**src/rtl/uart_pkg.sv**
```systemverilog
// Shared UART definitions: FSM state encoding and the default bit period.
// The receive stage will import the same package.
package uart_pkg;

    typedef enum logic [1:0] {
        IDLE  = 2'd0,
        START = 2'd1,
        DATA  = 2'd2,
        STOP  = 2'd3
    } uart_state_t;

    // 100 MHz system clock, 115200 baud
    localparam int DEFAULT_CLKS_PER_BIT = 868;

endpackage

```
**src/rtl/sync_fifo.sv**
```systemverilog
// Synchronous FIFO with a registered occupancy count and registered full/empty flags.
// The head entry is always visible on head, so a pop consumes it in the same cycle.
module sync_fifo #(
    parameter int DEPTH = 8,
    parameter int WIDTH = 8
) (
    input  logic                     clk,
    input  logic                     rst_n,
    input  logic                     push,
    input  logic [WIDTH-1:0]         push_data,
    input  logic                     pop,
    output logic [WIDTH-1:0]         head,
    output logic [$clog2(DEPTH):0]   count,
    output logic                     full,
    output logic                     empty
);

    localparam int AW = $clog2(DEPTH);
    localparam int CW = AW + 1;

    logic [WIDTH-1:0] mem [DEPTH];
    logic [AW-1:0]    wr_ptr;
    logic [AW-1:0]    rd_ptr;
    logic             do_push;
    logic             do_pop;
    logic [CW-1:0]    next_count;

    // A push is refused whenever the registered count says full, even if a pop happens in the same cycle.
    assign do_push = push & ~full;
    assign do_pop  = pop & ~empty;
    assign head    = mem[rd_ptr];

    always_comb begin
        next_count = count;
        if (do_push && !do_pop) begin
            next_count = count + 1'b1;
        end else if (!do_push && do_pop) begin
            next_count = count - 1'b1;
        end
    end

    always_ff @(posedge clk) begin
        if (do_push) begin
            mem[wr_ptr] <= push_data;
        end
    end

    always_ff @(posedge clk) begin
        if (!rst_n) begin
            wr_ptr <= '0;
            rd_ptr <= '0;
            count  <= '0;
            full   <= 1'b0;
            empty  <= 1'b1;
        end else begin
            if (do_push) begin
                wr_ptr <= wr_ptr + 1'b1;
            end
            if (do_pop) begin
                rd_ptr <= rd_ptr + 1'b1;
            end
            count <= next_count;
            full  <= (next_count == CW'(DEPTH));
            empty <= (next_count == '0);
        end
    end

endmodule

```
**src/rtl/uart_tx_fifo.sv**
```systemverilog
// Buffered 8N1 UART transmitter: bytes from the core queue in a FIFO and are shifted out LSB first.
// Line, busy and done outputs are registered views of the FSM, so they trail the state by one cycle.
module uart_tx_fifo
    import uart_pkg::*;
#(
    parameter int CLKS_PER_BIT = DEFAULT_CLKS_PER_BIT,
    parameter int FIFO_DEPTH   = 8,
    parameter int DATA_W       = 8
) (
    input  logic                          clk,
    input  logic                          rst_n,
    input  logic                          wr_valid,
    input  logic [DATA_W-1:0]             wr_data,
    output logic                          wr_ready,
    output logic                          uart_tx,
    output logic                          tx_busy,
    output logic                          tx_done,
    output logic [$clog2(FIFO_DEPTH):0]   fifo_count
);

    localparam int BCW = $clog2(CLKS_PER_BIT + 1);
    localparam int IW  = $clog2(DATA_W);
    localparam logic [BCW-1:0] BAUD_LOAD = BCW'(CLKS_PER_BIT - 1);
    localparam logic [IW-1:0]  BIT_LAST  = IW'(DATA_W - 1);

    uart_state_t        state;
    logic [BCW-1:0]     baud_cnt;
    logic [IW-1:0]      bit_idx;
    logic [DATA_W-1:0]  shift;
    logic [DATA_W-1:0]  fifo_head;
    logic               fifo_full;
    logic               fifo_empty;
    logic               pop;

    // Popping from STOP as well as IDLE is what keeps back-to-back frames contiguous.
    assign pop = ~fifo_empty & ((state == IDLE) | ((state == STOP) & (baud_cnt == '0)));
    assign wr_ready = ~fifo_full;

    sync_fifo #(
        .DEPTH (FIFO_DEPTH),
        .WIDTH (DATA_W)
    ) u_fifo (
        .clk       (clk),
        .rst_n     (rst_n),
        .push      (wr_valid),
        .push_data (wr_data),
        .pop       (pop),
        .head      (fifo_head),
        .count     (fifo_count),
        .full      (fifo_full),
        .empty     (fifo_empty)
    );

    always_ff @(posedge clk) begin
        if (!rst_n) begin
            state    <= IDLE;
            baud_cnt <= '0;
            bit_idx  <= '0;
            shift    <= '0;
            uart_tx  <= 1'b1;
            tx_done  <= 1'b0;
            tx_busy  <= 1'b0;
        end else begin
            uart_tx <= (state == START) ? 1'b0 : (state == DATA) ? shift[0] : 1'b1;
            tx_done <= (state == STOP) && (baud_cnt == '0);
            tx_busy <= (state != IDLE) || !fifo_empty;
            case (state)
                IDLE: begin
                    if (!fifo_empty) begin
                        shift    <= fifo_head;
                        bit_idx  <= '0;
                        baud_cnt <= BAUD_LOAD;
                        state    <= START;
                    end
                end
                START: begin
                    if (baud_cnt == '0) begin
                        baud_cnt <= BAUD_LOAD;
                        state    <= DATA;
                    end else begin
                        baud_cnt <= baud_cnt - 1'b1;
                    end
                end
                DATA: begin
                    if (baud_cnt == '0) begin
                        baud_cnt <= BAUD_LOAD;
                        shift    <= shift >> 1;
                        if (bit_idx == BIT_LAST) begin
                            state <= STOP;
                        end else begin
                            bit_idx <= bit_idx + 1'b1;
                        end
                    end else begin
                        baud_cnt <= baud_cnt - 1'b1;
                    end
                end
                STOP: begin
                    if (baud_cnt == '0) begin
                        if (!fifo_empty) begin
                            shift    <= fifo_head;
                            bit_idx  <= '0;
                            baud_cnt <= BAUD_LOAD;
                            state    <= START;
                        end else begin
                            state <= IDLE;
                        end
                    end else begin
                        baud_cnt <= baud_cnt - 1'b1;
                    end
                end
                default: state <= IDLE;
            endcase
        end
    end

endmodule

```
**config.mk**
```make
export PLATFORM = sky130hd
export DESIGN_NAME = uart_tx_fifo
export DESIGN_NICKNAME = d
export VERILOG_FILES = /design/src/rtl/uart_pkg.sv /design/src/rtl/sync_fifo.sv /design/src/rtl/uart_tx_fifo.sv
export SDC_FILE = /design/constraint.sdc
export NUM_CORES = 1
export LEC_CHECK = 0
export ABC_CLOCK_PERIOD_IN_PS = 3950
export CORE_ASPECT_RATIO = 0.5
export CORE_MARGIN = 3
export CORE_UTILIZATION = 35
export DETAILED_ROUTE_END_ITERATION = 8
export GPL_TIMING_DRIVEN = 1
export SLEW_MARGIN = 20
export SYNTH_ARGS = -nofsm -noshare
export SYNTH_HDL_FRONTEND = slang
export SYNTH_SLANG_ARGS = --single-unit
```
**constraint.sdc**
```tcl
create_clock -name clk -period 3.95 [get_ports clk]
set_input_delay 0.5925 -clock clk [delete_from_list [all_inputs] [get_ports clk]]
set_output_delay 0.5925 -clock clk [all_outputs]
set_load 0.01 [all_outputs]
```
**Word-level counts from Yosys, hierarchy flattened**

Memory sizes are Yosys's and may differ from the RTL's. A register that Yosys moved wholly into a read port is not among the register bits.
Index checks and enable logic that the tools add are counted.
Widths: inputs -> output; s select.

- Memory bits (writable): 64
- Bits in registers: 38
- Memories kept: 1
- Word-level logic and storage cells: 81

Memory list:

| memory | words | bits a word | read ports | clocked after Yosys merged registers in | wr ports | RTL line | RTL |
|---|---|---|---|---|---|---|---|
| u_fifo.mem | 8 | 8 | 1 | 1 | 1 | sync_fifo.sv:21 | `logic [WIDTH-1:0] mem [DEPTH];` |

- Equality and inequality tests: 11
- Multiplexer cells: 28
- Reductions and logical operators: 16
- Bitwise operators: 7
- $add $sub $neg: 6

Operator list:

| cell | number |
|---|---|
| $mux 10 | 3 |
| $pmux 10 s3 | 1 |
| $mux 8 | 3 |
| $pmux 8 s3 | 1 |
| $mux 3 | 6 |
| $logic_not 10->1 | 1 |
| $mux 2 | 5 |
| $sub 10x1->10 const B | 1 |
| $add 3x1->3 const B | 3 |
| $pmux 3 s3 | 1 |
| $mux 4 | 2 |
| $ne 2x1->1 const B | 4 |
| $pmux 2 s4 | 1 |
| $mux 1 | 5 |
| $reduce_and 5->1 | 1 |
| $add 4x1->4 const B | 1 |
| $and 1x1->1 | 4 |
| $eq 2x2->1 const B | 2 |
| $eq 4x4->1 const B | 1 |
| $logic_not 4->1 | 1 |
| $ne 2x2->1 const B | 2 |
| $reduce_and 4->1 | 1 |
| $sub 4x1->4 const B | 1 |
| $eq 3x3->1 const B | 1 |
| 11 further kinds | 16 |

**Depth between registers and ports, before layout**

- Depth after elaboration: 9
- Depth in mapped cells: 10
- Depth with buffers taken out: 8

**By module**

From an unflattened synthesis, not the netlist that was laid out.

- Cells, all modules: 335
- Area, all modules: 4667.0 um2

Modules (own cells, without submodules):

| module | instances | seq. area each (um2) | cells an instance | area an instance (um2) |
|---|---|---|---|---|
| sync_fifo | 1 | 2222.1 | 173 | 3199.3 |
| uart_tx_fifo | 1 | 520.5 | 162 | 1467.7 |

**Least setup slack after synthesis**

No wires, ideal clock.

- Path type: input-to-reg
- Start: input wr_valid
- End: memory u_fifo.mem[1][0] (enable)
- Setup slack: 1.904 ns
- Setup time: 0.383 ns
- Data arrival time: 1.663 ns
- Stages on the path: 3
- Path through: nor2b_1 nand2_1 nor3_1

- Cells in the longest elaborated chain, start to end: 3

RTL lines:

| what | RTL line | RTL |
|---|---|---|
| start, declared | uart_tx_fifo.sv:12 | `input logic wr_valid,` |
| $and 1x1->1 | sync_fifo.sv:29 | `assign do_push = push & ~full;` |
| $mux 1 | sync_fifo.sv:43 | `if (do_push) begin` |
| $mux 1 (not written as such) | sync_fifo.sv:44 | `mem[wr_ptr] <= push_data;` |
| end, declared | sync_fifo.sv:21 |  |

No other way between the ends.

**Final worst setup path**

- Start: input wr_valid
- End: memory u_fifo.mem[5][6] (enable)

The elaborated chain is that of the path after synthesis.

==> summary by stage <==
Status
The flow ran to the end, and the final reports show no timing, DRC or antenna violations.

Timing
The final hold violation count was 0. Setup repair after global routing left no endpoint under its margin. The final cycle utilization of the critical path is 60.6%.

The final-layout worst hold slack is 0.498 ns. The final critical-path required period is approximately 2.4 ns. The count of endpoints failing setup in the final report is 0. Derived from the worst setup path, the maximum achievable clock frequency is 418 MHz.

In this run the tightest slew margin relative to its limit is 27.7%. The number of pins with negative max-slew slack in the final report is 0. The worst clock skew on the final layout is 0.00484 ns.

For the pin with the worst max-slew slack, the measured transition is 1.08 ns. Adding up every negative setup slack in the final design gives 0 ns.

Synthesis
Synthesis produced a netlist with a net count of 371. The largest area contributor in the netlist is edfxtp_1. The most used flip-flop cell after synthesis is edfxtp_1.

The area fraction in compound gates after synthesis is 9.44%. Summing the areas of all and, or, nand and nor instances in the mapped netlist gives 10.9% of the synthesized area. The cell area after synthesis is roughly 4500 µm². The number of different library cells used by synthesis comes to 52. The async set-reset flop share out of synthesis is 0%.

After synthesis, the cell types taking the most area are edfxtp_1, dfxtp_1, mux4_2. The number of warnings issued by yosys is 0. The fraction of the mapped netlist area in adder cells is 3.58%. After Yosys synthesis, XOR and XNOR cells account for under 10% of the synthesized area. The synthesized area per cell is 13.1 µm². The multiplexer share of the synthesized area is 11.7%. Synthesis inferred approximately 110 register bits. In the synthesized netlist, the cells that appear most often are edfxtp_1, dfxtp_1, nor2_1. The number of enable-type register cells in the synthesized netlist is 64.

The portion of the post-synthesis area used by sequential elements is between 60 and 70%. Yosys instantiated no cell more often than edfxtp_1. The main combinational cell family by area after synthesis is multiplexers.

The top cell type by area accounts for 42.3% of the synthesized area. Synthesis produced around 350 cells.

Placed design
The count of buffers inserted at the top-level ports is 18. The global placement routability congestion is 0.781. Counting tap cells, the placed design contains a total of 521 instances. The half-perimeter wire length after placement is 5.60 mm.

Finish
From synthesis to final layout, the design area changed by 14.9%. The antenna cell count is 0. The layout has 1,093 filler cells. The area of the multi-input gates is 1700 µm².

The number of cells in the finished layout apart from fillers is 537. Of the cells placed in the final design, the portion with a size suffix greater than 1 is 13.7%. The number of nets in the final layout is 391.

The combined flip-flop and latch cell area is between 2000 and 3000 µm².

Global route
The number of antenna violations at the first check in global routing is 0. The via count of the first global-routing pass came to ~2,600. The global-route wire length before repair is 13.8 mm. The global-route usage over all layers is 12.2%. Entering global routing, the biggest net connects 31 pins. The sum of overflow across all layers after global routing is 0.

Floorplan
The effective utilization at floorplan is 37.2%. The top-level port count is 19. The die is 86.6 µm tall.

The floorplan step defined a die boundary enclosing between 10,000 and 15,000 µm². The initialized floorplan defines 28 standard-cell rows. The die is approximately 170 µm wide. The placeable core area is 12,200 µm².

Critical path
The type of the worst setup path is primary input to flip-flop. Together, buffers and inverters on the worst path number 1. The maximum fanout along the worst path is 8. Walking the worst path, the cells encountered are clkdlybuf4s50_1 > nor2b_1 > nand2_1 > nor2_1.

STA classifies the critical path endpoint as a flip-flop. The worst setup path is launched from a primary input. The slowest stage of the critical path belongs to the cell nor2_1. The required time of the worst setup path is ~3.9 ns.

The cell class contributing the biggest share of worst-path delay is simple AND/OR/NAND/NOR gates. The critical path arrival is 2.37 ns. The largest single stage delay on the critical path is approximately 0.66 ns.

Drt
The number of DRC violations after detailed-routing iteration 0 is around 150. The number of design rule violations left after detail routing is 0. After detailed routing, the total wire length is about 8.4 mm.

The detail route stage leaves a number of antenna-violating nets equal to 0. In the routed layout, each cell is associated on average with a via count of 5.05. The routed via count is ~2,700. After detailed routing, the average wire length per cell comes to 15.6 µm.

Before antenna repair, the detailed router went through 4 iterations.

Clocking
CTS placed an instance of clkbuf_16 at the clock tree root. The number of clock buffers added by TritonCTS is 9. TritonCTS built the clock tree. The clock transition at the register clock pins on the worst setup and hold paths after CTS is 0.07 ns.

The tree built by TritonCTS fans out to 105 sinks. Once the clock tree was built, the resizer swapped 0 gates to a different size. The number of H-tree branching levels is 3. The later-pin clock latency in the skew report is 0.34 ns. The post-CTS setup buffer count is 0. The number of hold buffers added after CTS was 0.

The maximum root-to-sink buffer count is 2.

Power
The internal portion of the total power is 2.42 mW. In this run, the clock network consumes 24.8% of the power. Of the total power, the share spent switching nets is 34.5%. The peak supply drop is 0.261 mV. Per report_power, the sequential group accounts for 40.2% of the total. The net switching power is 1.28 mW. In this run the static leakage power is 1.80 nW. The power density relative to cell area is 708 nW/µm². The combinational fraction of design power is 35.0%.

Run
The tool flagged a number of max-cap violations equal to 0.

Hold path
The min-delay analysis places its worst path in the category flip-flop to flip-flop.
-- sequential cells by signal (all words and copies together) (netlist names), named ones only --
register       cells
u_fifo.empty       1
u_fifo.mem        64
u_fifo.wr_ptr      3
u_fifo.count       4
uart_tx            1
u_fifo.rd_ptr      3
u_fifo.full        1
state              2
tx_busy            1
bit_idx            3
tx_done            1
shift              8
baud_cnt          10
-- worst paths after layout --
check	endpoint	slack, ns	cells after the start	startpoint
hold / removal	shift[3]	0.50	2	shift[3]
setup / recovery	u_fifo.mem[5][6]	1.56	4	wr_valid
hold reg to reg	shift[3]	0.50	2	shift[3]
setup reg to reg	bit_idx[2]	1.72	8	state[0]
-- stage by stage --
step	power [mW]	instance area, µm²	setup WS (ns)	util (%)
2_1_floorplan	2.50	4540	1.90	-
3_3_place_gp	2.80	4910	1.26	40.2
3_5_place_dp	2.81	4910	1.19	40.2
4_1_cts	3.73	5220	1.56	42.7
5_1_grt	3.94	5220	1.42	42.7
6_report	3.69	5220	1.56	42.7
-- layout by cell type (no fill, tap or decap), types with 3 or more instances in the layout --
| cell type | n |
|---|---|
| dfxtp_1 | 41 |
| nor2_1 | 37 |
| o21ai_0 | 16 |
| nor2b_1 | 3 |
| nor3_1 | 8 |
| buf_4 | 5 |
| edfxtp_1 | 64 |
| nand2b_1 | 3 |
| mux2i_1 | 17 |
| a21o_1 | 3 |
| inv_1 | 11 |
| o221a_2 | 3 |
| nand3_1 | 4 |
| xnor2_1 | 5 |
| clkbuf_16 | 9 |
| a22oi_1 | 3 |
| a21oi_1 | 20 |
| inv_8 | 3 |
| clkdlybuf4s50_1 | 18 |
| nand2_1 | 22 |
| xor2_1 | 4 |
| ha_1 | 13 |
| o21ai_2 | 3 |
| mux4_2 | 16 |
-- cell type report --
cell class                 instances  area share (%)
clock buffer                       9            4.31
clock inverter                     7            1.63
multi-input combinational        217            32.6
sequential                       105            52.5
tap                              165            3.95
inverter                          11           0.791
timing repair buffer              23            4.17
-- metal layers --
metal	global-route usage [%]	wire length (µm)
met1	16.6	4110
met2	19.9	3880
met3	2.92	272
met4	3.79	118
met5	0	0
-- worst register-to-register path, stage by stage (launching register included) --
cell     delay, ns
dfxtp_1       0.35
inv_1         0.13
ha_1          0.53
inv_1         0.18
a21oi_1       0.21
o21ai_2       0.21
a21o_1        0.24
a22oi_1       0.18
nor2_1        0.05
-- kinds of logic after synthesis --
| kind of cell | count (synthesis) |
|---|---|
| compound gates | 65 |
| fa+ha+maj | 13 |
| xor+xnor | 9 |
| flops | 105 |
| buf+inv | 25 |
| mux | 33 |
| simple gates | 97 |
-- power by group through the flow --
stage / clock network (mW) / logic, mW / registers, mW
after floorplan: 0 / 1.04 / 1.46
after global placement: 0 / 1.29 / 1.51
after detailed placement: 0 / 1.30 / 1.51
after CTS: 0.944 / 1.30 / 1.49
after global routing: 0.986 / 1.44 / 1.51
final: 0.915 / 1.29 / 1.49
No activity file was read; power rests on OpenSTA's default activity.
